<file path="config.mk">
export PLATFORM = sky130hd
export DESIGN_NAME = audio_clock_monitor
export DESIGN_NICKNAME = d
export VERILOG_FILES = /design/src/rtl/audio_clock_monitor.sv
export SDC_FILE = /design/constraint.sdc
export NUM_CORES = 1
export LEC_CHECK = 0
export CORE_ASPECT_RATIO = 1.2
export CORE_MARGIN = 1.5
export CORE_UTILIZATION = 30
export CTS_CLUSTER_DIAMETER = 30
export DETAILED_ROUTE_END_ITERATION = 8
export GPL_ROUTABILITY_DRIVEN = 0
export PLACE_DENSITY_LB_ADDON = 0.15
export RECOVER_POWER = 50
export SLEW_MARGIN = 20
export SYNTH_ARGS = -nofsm -noshare
export SYNTH_HDL_FRONTEND = slang
export SYNTH_SLANG_ARGS = --single-unit
</file>
<file path="constraint.sdc">
create_clock -name clk -period 4.3 [get_ports clk]
set_input_delay 0.645 -clock clk [delete_from_list [all_inputs] [get_ports clk]]
set_output_delay 0.645 -clock clk [all_outputs]
set_load 0.05 [all_outputs]
</file>
<file path="src/rtl/audio_clock_monitor.sv">
// audio_clock_monitor: measures the audio sample-strobe period in clk cycles.
// It declares lock after a run of in-tolerance periods, and reports
// out-of-tolerance periods while locked and loss of the strobe.
module audio_clock_monitor #(
    parameter int NOMINAL    = 2268,
    parameter int TOL        = 4,
    parameter int LOCK_COUNT = 4,
    parameter int TIMEOUT    = 4095
) (
    input  logic        clk,
    input  logic        rst_n,
    input  logic        audio_clk,
    output logic [11:0] period,
    output logic        period_valid,
    output logic        locked,
    output logic        timeout,
    output logic        err
);

    typedef enum logic [1:0] {SEARCH, MEASURE, LOCKED} state_t;

    localparam int              GW      = $clog2(LOCK_COUNT + 1);
    localparam logic [11:0]     PER_LO  = 12'(NOMINAL - TOL);
    localparam logic [11:0]     PER_HI  = 12'(NOMINAL + TOL);
    localparam logic [11:0]     TO_CNT  = 12'(TIMEOUT);
    localparam logic [11:0]     CNT_MAX = 12'hFFF;
    localparam logic [GW-1:0]   LOCK_N  = GW'(LOCK_COUNT);

    logic          r_sync1, r_sync2, r_hist, r_edge;
    logic          w_edge;
    logic [11:0]   r_cnt;
    logic [GW-1:0] r_good, w_good_next, w_good_inc;
    state_t        r_state, w_state_next;
    logic [11:0]   w_period_next;
    logic          w_pv_next, w_locked_next, w_timeout_next, w_err_next;
    logic          w_in_tol, w_expired;

    // A rising edge is the synchronized level high while the history flop is
    // still low, so a long high level yields exactly one event.
    assign w_edge = r_sync2 & ~r_hist;

    // Two-flop synchronizer, history flop, and one extra stage that registers
    // the edge event so every downstream decision sees a clean flop output.
    always_ff @(posedge clk or negedge rst_n) begin
        if (!rst_n) begin
            r_sync1 <= 1'b0;
            r_sync2 <= 1'b0;
            r_hist  <= 1'b0;
            r_edge  <= 1'b0;
        end else begin
            r_sync1 <= audio_clk;
            r_sync2 <= r_sync1;
            r_hist  <= r_sync2;
            r_edge  <= w_edge;
        end
    end

    // Cycle counter: restarts at 1 on each edge so its value at the next edge
    // is the period; saturates so a dead strobe cannot wrap.
    always_ff @(posedge clk or negedge rst_n) begin
        if (!rst_n) begin
            r_cnt <= 12'd0;
        end else if (r_edge) begin
            r_cnt <= 12'd1;
        end else if (r_cnt != CNT_MAX) begin
            r_cnt <= r_cnt + 12'd1;
        end
    end

    assign w_in_tol   = (r_cnt >= PER_LO) && (r_cnt <= PER_HI);
    assign w_expired  = (r_cnt == TO_CNT);
    assign w_good_inc = r_good + GW'(1);

    // State, good-period run length and all outputs are registered together.
    always_ff @(posedge clk or negedge rst_n) begin
        if (!rst_n) begin
            r_state      <= SEARCH;
            r_good       <= '0;
            period       <= 12'd0;
            period_valid <= 1'b0;
            locked       <= 1'b0;
            timeout      <= 1'b0;
            err          <= 1'b0;
        end else begin
            r_state      <= w_state_next;
            r_good       <= w_good_next;
            period       <= w_period_next;
            period_valid <= w_pv_next;
            locked       <= w_locked_next;
            timeout      <= w_timeout_next;
            err          <= w_err_next;
        end
    end

    // Next-state and next-output decode; an edge always takes priority over
    // the loss-of-strobe check.
    always_comb begin
        w_state_next   = r_state;
        w_good_next    = r_good;
        w_period_next  = period;
        w_pv_next      = 1'b0;
        w_locked_next  = locked;
        w_timeout_next = 1'b0;
        w_err_next     = 1'b0;
        case (r_state)
            SEARCH: begin
                if (r_edge) begin
                    w_state_next  = MEASURE;
                    w_good_next   = '0;
                    w_locked_next = 1'b0;
                end
            end
            MEASURE: begin
                if (r_edge) begin
                    w_pv_next     = 1'b1;
                    w_period_next = r_cnt;
                    if (!w_in_tol) begin
                        w_good_next = '0;
                    end else if (w_good_inc >= LOCK_N) begin
                        w_good_next   = LOCK_N;
                        w_state_next  = LOCKED;
                        w_locked_next = 1'b1;
                    end else begin
                        w_good_next = w_good_inc;
                    end
                end else if (w_expired) begin
                    w_timeout_next = 1'b1;
                    w_state_next   = SEARCH;
                    w_good_next    = '0;
                    w_locked_next  = 1'b0;
                end
            end
            LOCKED: begin
                if (r_edge) begin
                    w_pv_next     = 1'b1;
                    w_period_next = r_cnt;
                    if (!w_in_tol) begin
                        w_err_next    = 1'b1;
                        w_locked_next = 1'b0;
                        w_state_next  = MEASURE;
                        w_good_next   = '0;
                    end
                end else if (w_expired) begin
                    w_timeout_next = 1'b1;
                    w_state_next   = SEARCH;
                    w_good_next    = '0;
                    w_locked_next  = 1'b0;
                end
            end
            default: begin
                w_state_next  = SEARCH;
                w_good_next   = '0;
                w_locked_next = 1'b0;
            end
        endcase
    end

endmodule

</file>
==> results.cfg, run 1 <==
[setup_path]
slowest_stage = or4_1
crit_buf_inv = 0
r2r_start = r_cnt[4]
required_ns = 4.47
cp_data_arrival_time_ns = 2.40
cp_max_fo = 6
path_cells = nor4_1, a21oi_1, or4_1, a31o_2, mux2_4
startpoint_type = flop
cpPeakStageDelay_ns = 0.54
crit_start = r_cnt[4]
cp_top_family = simple AND/OR/NAND/NOR gates
critical_path_class = reg -> reg
critPathCaptureType = flop

[power_and_ir_drop]
ir_drop_mv = 0.266
power.total_w = 0.00110
p_leak_nw = 0.955
powerDensity_nw_per_um2 = 524

[clocking]
clkTransAtPathRegs_ns = 0.07
clockBufferDepth = 2
cts_buffers = 5
post_cts_buffers = 0
cts_root_buffer = clkbuf_8
clkSinkCount = 37
cts_max_level = 2
hold_buffers = 0
insertion_delay_ns = 0.28
cts_tree = yes
cts_resized = 0

[timing]
finalSetupViolCount = 0
tns_ns = 0
rsz0062_at_grt = false
post-route-min-period_ns = 2.23
period_share_pct = 51.9
finalHoldViolations = 0
slew_headroom_pct = -33.0
fmax_ghz = 0.448
final_max_slew_viol_count = 38
worst_slew_pin_slew_ns = 2.00
fin_skew_ns = 0.00363

[die]
coreArea_sq_um = 5710
num_io_pins = 19
num_rows = 30
die-width_um = 73.5
die_h_um = 87.6
start_util_pct = 31.4
die_area_sq_um = 6440

[route]
vias_per_cell = 4.95
first_pass_iters = 6
drtAntennaViolNets = 0
drt_iter0_drc = 57
wl_per_cell_um = 13.5
route.detailed.drc = 0
vias = 1297
drt-total-wl_um = 3530

[synthesis]
syn_inst = 163
ys_types = 40
yosys_warnings = 0
synth-main-ff-cell = dfrtp_1
syn_area_sq_um = 1790
synth_edf_count = 0
postSynthAreaPerCell_sq_um = 11.0
synth.net_count = 173
ys_seq_area_share_pct = 51.7
ys_seq_elements = 37
ys_async_sr_fraction_pct = 100

[place]
hpwlAfterDp_um = 2460
portBuffers = 18

[layout]
syn_to_final_growth_pct = 17.6
drive_gt1_share_pct = 12.6
nFillCells = 585
multiInputGateArea_sq_um = 796
diodes = 0
final-seq-area_sq_um = 926
final_util_pct = 36.9
mostFrequentLayoutCells = dfrtp_1, clkdlybuf4s50_1, nor2_1, nand2_1
nNetsFinal = 193
final_common_cell = dfrtp_1

[global_route]
grt-ovfl-total = 0
grt_max_degree = 38
antenna_found_initial = 0
grt_pass1_vias = 1283
track_usage_pct = 12.8
grt_pass1_wl_um = 6350

[run]
cap_violations = 1

[hold_path]
hp-class = reg -> reg
hp-start = r_sync1

[run_status]
status = finished with violations
violations = max-capacitance violations, max-slew violations
[final cells by class]
cell class	instances	share of cell area, %
clock buffer	5	3.27
clock inverter	1	0.238
inverter	9	1.61
multi-input combinational	112	37.8
sequential	37	44.0
tap	80	4.76
timing repair buffer	18	8.27
[logic make-up (layout without fill, tap and decap cells)]
logic type / count (synthesis) / after routing / share of synthesized area, %
DFF: 37 / 37 / 51.7
AOI/OAI and AO/OA: 29 / 29 / 10.8
muxes: 10 / 10 / 6.50
and+or+nand+nor: 58 / 58 / 18.3
xor gates and xnor gates: 8 / 8 / 3.92
adders and majority gates: 7 / 7 / 4.89
buffers and inverters: 14 / 33 / 3.78
[layer usage]
layer	global-route usage, %	wire length [um]	vias to the layer above
met5	0	0	-
met4	4.55	59	0
met3	3.11	100	5
met2	20.7	1790	26
met1	16.8	1570	650
li1	-	-	616
[worst paths after layout]
check / to / slack [ns] / cells after the start
max in group asynchronous: r_good[1] / 2.24 / 1
min in group asynchronous: r_cnt[10] / 0.93 / 1
max: r_state[0] / 2.07 / 5
min: r_sync2 / 0.35 / 0
max reg2reg: r_state[0] / 2.07 / 5
min reg2reg: r_sync2 / 0.35 / 0
[synth_stat cells, drive strengths merged (2+ instances only)]
cell	instances	share of area, %
o41ai	2	0.98
and3	5	1.7
nand4	4	1.4
xor2	3	1.5
o21ai	7	2.0
dfrtp	37	52
a21o	2	0.84
nand2	11	2.3
clkbuf	3	0.63
buf	2	1.3
and4	2	1.0
nand3	5	1.7
inv	9	1.9
a31oi	3	1.0
nor4	2	0.70
nor4b	2	1.8
a22o	2	0.98
nor3	4	1.1
o22a	2	1.1
nor2	15	3.1
xnor2	5	2.4
mux2	10	6.5
a21oi	7	2.0
ha	7	4.9
[power by group]
group	total, W	switching (W)	internal, W	leakage [nW]
sequential	0.000454	0.0000519	0.000402	0.493
combinational	0.000430	0.000259	0.000170	0.422
clock	0.000219	0.000112	0.000107	0.0399
[registers in the layout (all words and copies together) (netlist names)]
register / flops
period_valid: 1
locked: 1
r_state: 2
r_hist: 1
period: 12
r_good: 3
err: 1
timeout: 1
r_edge: 1
r_sync2: 1
r_sync1: 1
r_cnt: 12
[stage by stage]
| step | instance area (sq um) | instances | hold slack [ns] | setup slack [ns] |
|---|---|---|---|---|
| 3_5_place_dp | 2030 | 256 | 0.337 | 2.10 |
| 2_1_floorplan | 1790 | 163 | 0.331 | 2.27 |
| 5_1_grt | 2100 | 262 | 0.362 | 1.83 |
| 3_3_place_gp | 2030 | 256 | 0.334 | 2.13 |
| 4_1_cts | 2100 | 262 | 0.353 | 2.09 |
| 6_report | 2100 | 262 | 0.349 | 2.07 |
No activity file was read; power rests on OpenSTA's default activity.
==> run 2: changes to the inputs <==
Clock period 4.3 ns to 2.05 ns, I/O delays scaled along.
==> results.cfg, run 2 (synthesis gave the netlist of run 1 again) <==
[run_status]
status = completed

[route]
drtAntennaViolNets = 0
wl_per_cell_um = 13.8
vias = 1366
route.detailed.drc = 0
drt-total-wl_um = 3910
drt_iter0_drc = 72
vias_per_cell = 4.83
first_pass_iters = 4

[setup_path]
cp_data_arrival_time_ns = 2.18
cp_max_fo = 3
crit_start = r_cnt[9]
required_ns = 2.23
r2r_start = r_cnt[9]
reg2reg_depth = 5
rrSetupSlack_ns = 0.05
r2r_end = r_state[0]
critical_path_class = reg -> reg
slowest_stage = or4_4
critPathCaptureType = flop
startpoint_type = flop
path_cells = nor4b_4, nand3_2, or4_4, a31o_4, mux2_4
cpPeakStageDelay_ns = 0.50

[power_and_ir_drop]
ir_drop_mv = 0.554
p_leak_nw = 1.08
power.total_w = 0.00255
powerDensity_nw_per_um2 = 1110

[timing]
fin_skew_ns = 0.00665
post-route-min-period_ns = 2.00
rsz0062_at_grt = true
fmax_ghz = 0.500
layout_setup_ws_ns = 0.0490
period_share_pct = 97.6
slew_headroom_pct = 38.3
whs_ns = 0.138
final_max_slew_viol_count = 0
finalSetupViolCount = 0
finalHoldViolations = 0
worst_slew_pin_slew_ns = 0.925

[layout]
stdcell_count = 283
final_common_cell = dfrtp_1
nFillCells = 593
syn_to_final_growth_pct = 28.6
drive_gt1_share_pct = 23.6
final_util_pct = 40.3
mostFrequentLayoutCells = dfrtp_1, buf_4, clkdlybuf4s50_1, nor2_1, nand2_1
nNetsFinal = 212
diodes = 0
top_regs = period: 12 flops, r_cnt: 12 flops, r_good: 3 flops

[place]
hpwlAfterDp_um = 2790
pre_cts_ws_ns = 0.0399
dp_cells = 275
portBuffers = 18

[die]
num_io_pins = 19
die-width_um = 73.5
coreArea_sq_um = 5710
die_h_um = 87.6
die_area_sq_um = 6440
num_rows = 30
start_util_pct = 31.4

[global_route]
grt-ovfl-total = 0
grt_pass1_vias = 1474
antenna_found_initial = 0
grt_pass1_wl_um = 6750
track_usage_pct = 13.7
grt_max_degree = 38

[clocking]
cts_tree = yes
cts_max_level = 2
clkTransAtPathRegs_ns = 0.08
insertion_delay_ns = 0.29
cts_buffers = 5
hold_buffers = 0
clkSinkCount = 37
clockBufferDepth = 2
cts_root_buffer = clkbuf_8

[hold_path]
hp-class = in -> async

[run]
cap_violations = 0
## run 2: repair_timing
| action | 4_1_cts | 5_1_grt |
|---|---|---|
| resized for setup | 0 | 4 |
| setup endpoints to repair | 0 | 2 |
| setup buffers | 0 | 0 |
## run 2: routing by layer
layer / share of wire [%] / GRT usage, % / up-vias
met5: 0 / 0 / -
met4: 2.5 / 6.23 / 0
met3: 3.5 / 4.03 / 7
met2: 52 / 23.3 / 27
met1: 42 / 15.8 / 678
li1: - / - / 654
## run 2: cell type report
| type | instances | area, sq um | share of cell area, % |
|---|---|---|---|
| clock buffer | 7 | 96.3 | 4.19 |
| clock inverter | 1 | 5.00 | 0.218 |
| sequential | 37 | 926 | 40.2 |
| multi-input combinational | 112 | 822 | 35.7 |
| inverter | 9 | 33.8 | 1.47 |
| tap | 80 | 100 | 4.35 |
| timing repair buffer | 37 | 318 | 13.8 |
## run 2: worst max-delay path by stage
stage / endpoint / cells past startpoint / slack [ns]
after floorplan: r_state[0] / 6 / 0.02
after global placement: r_state[0] / 5 / 0.05
after detailed placement: r_state[0] / 5 / 0.04
after CTS: r_state[0] / 5 / 0.02
after global routing: r_state[0] / 5 / -0.009
final: r_state[0] / 5 / 0.05
## run 2: critical path: cells and delay by family (launching register included)
kind               cells  cell delay (ns)
DFF                    1             0.42
muxes                  1             0.29
and+or+nand+nor        3             0.93
AOI/OAI and AO/OA      1             0.25
## run 2: where the power goes
group | total, W | internal, W | switching (W) | leakage, nW
registers | 0.000919 | 0.000843 | 0.0000764 | 0.493
logic | 0.00106 | 0.000448 | 0.000616 | 0.531
clock network | 0.000566 | 0.000304 | 0.000262 | 0.0542
## run 2: stage by stage
| step | setup TNS, ns | instance area [sq um] |
|---|---|---|
| 5_1_grt | -0.00923 | 2300 |
| 4_1_cts | 0 | 2270 |
| 3_5_place_dp | 0 | 2170 |
| 2_1_floorplan | 0 | 1790 |
| 6_report | 0 | 2300 |
| 3_3_place_gp | 0 | 2170 |
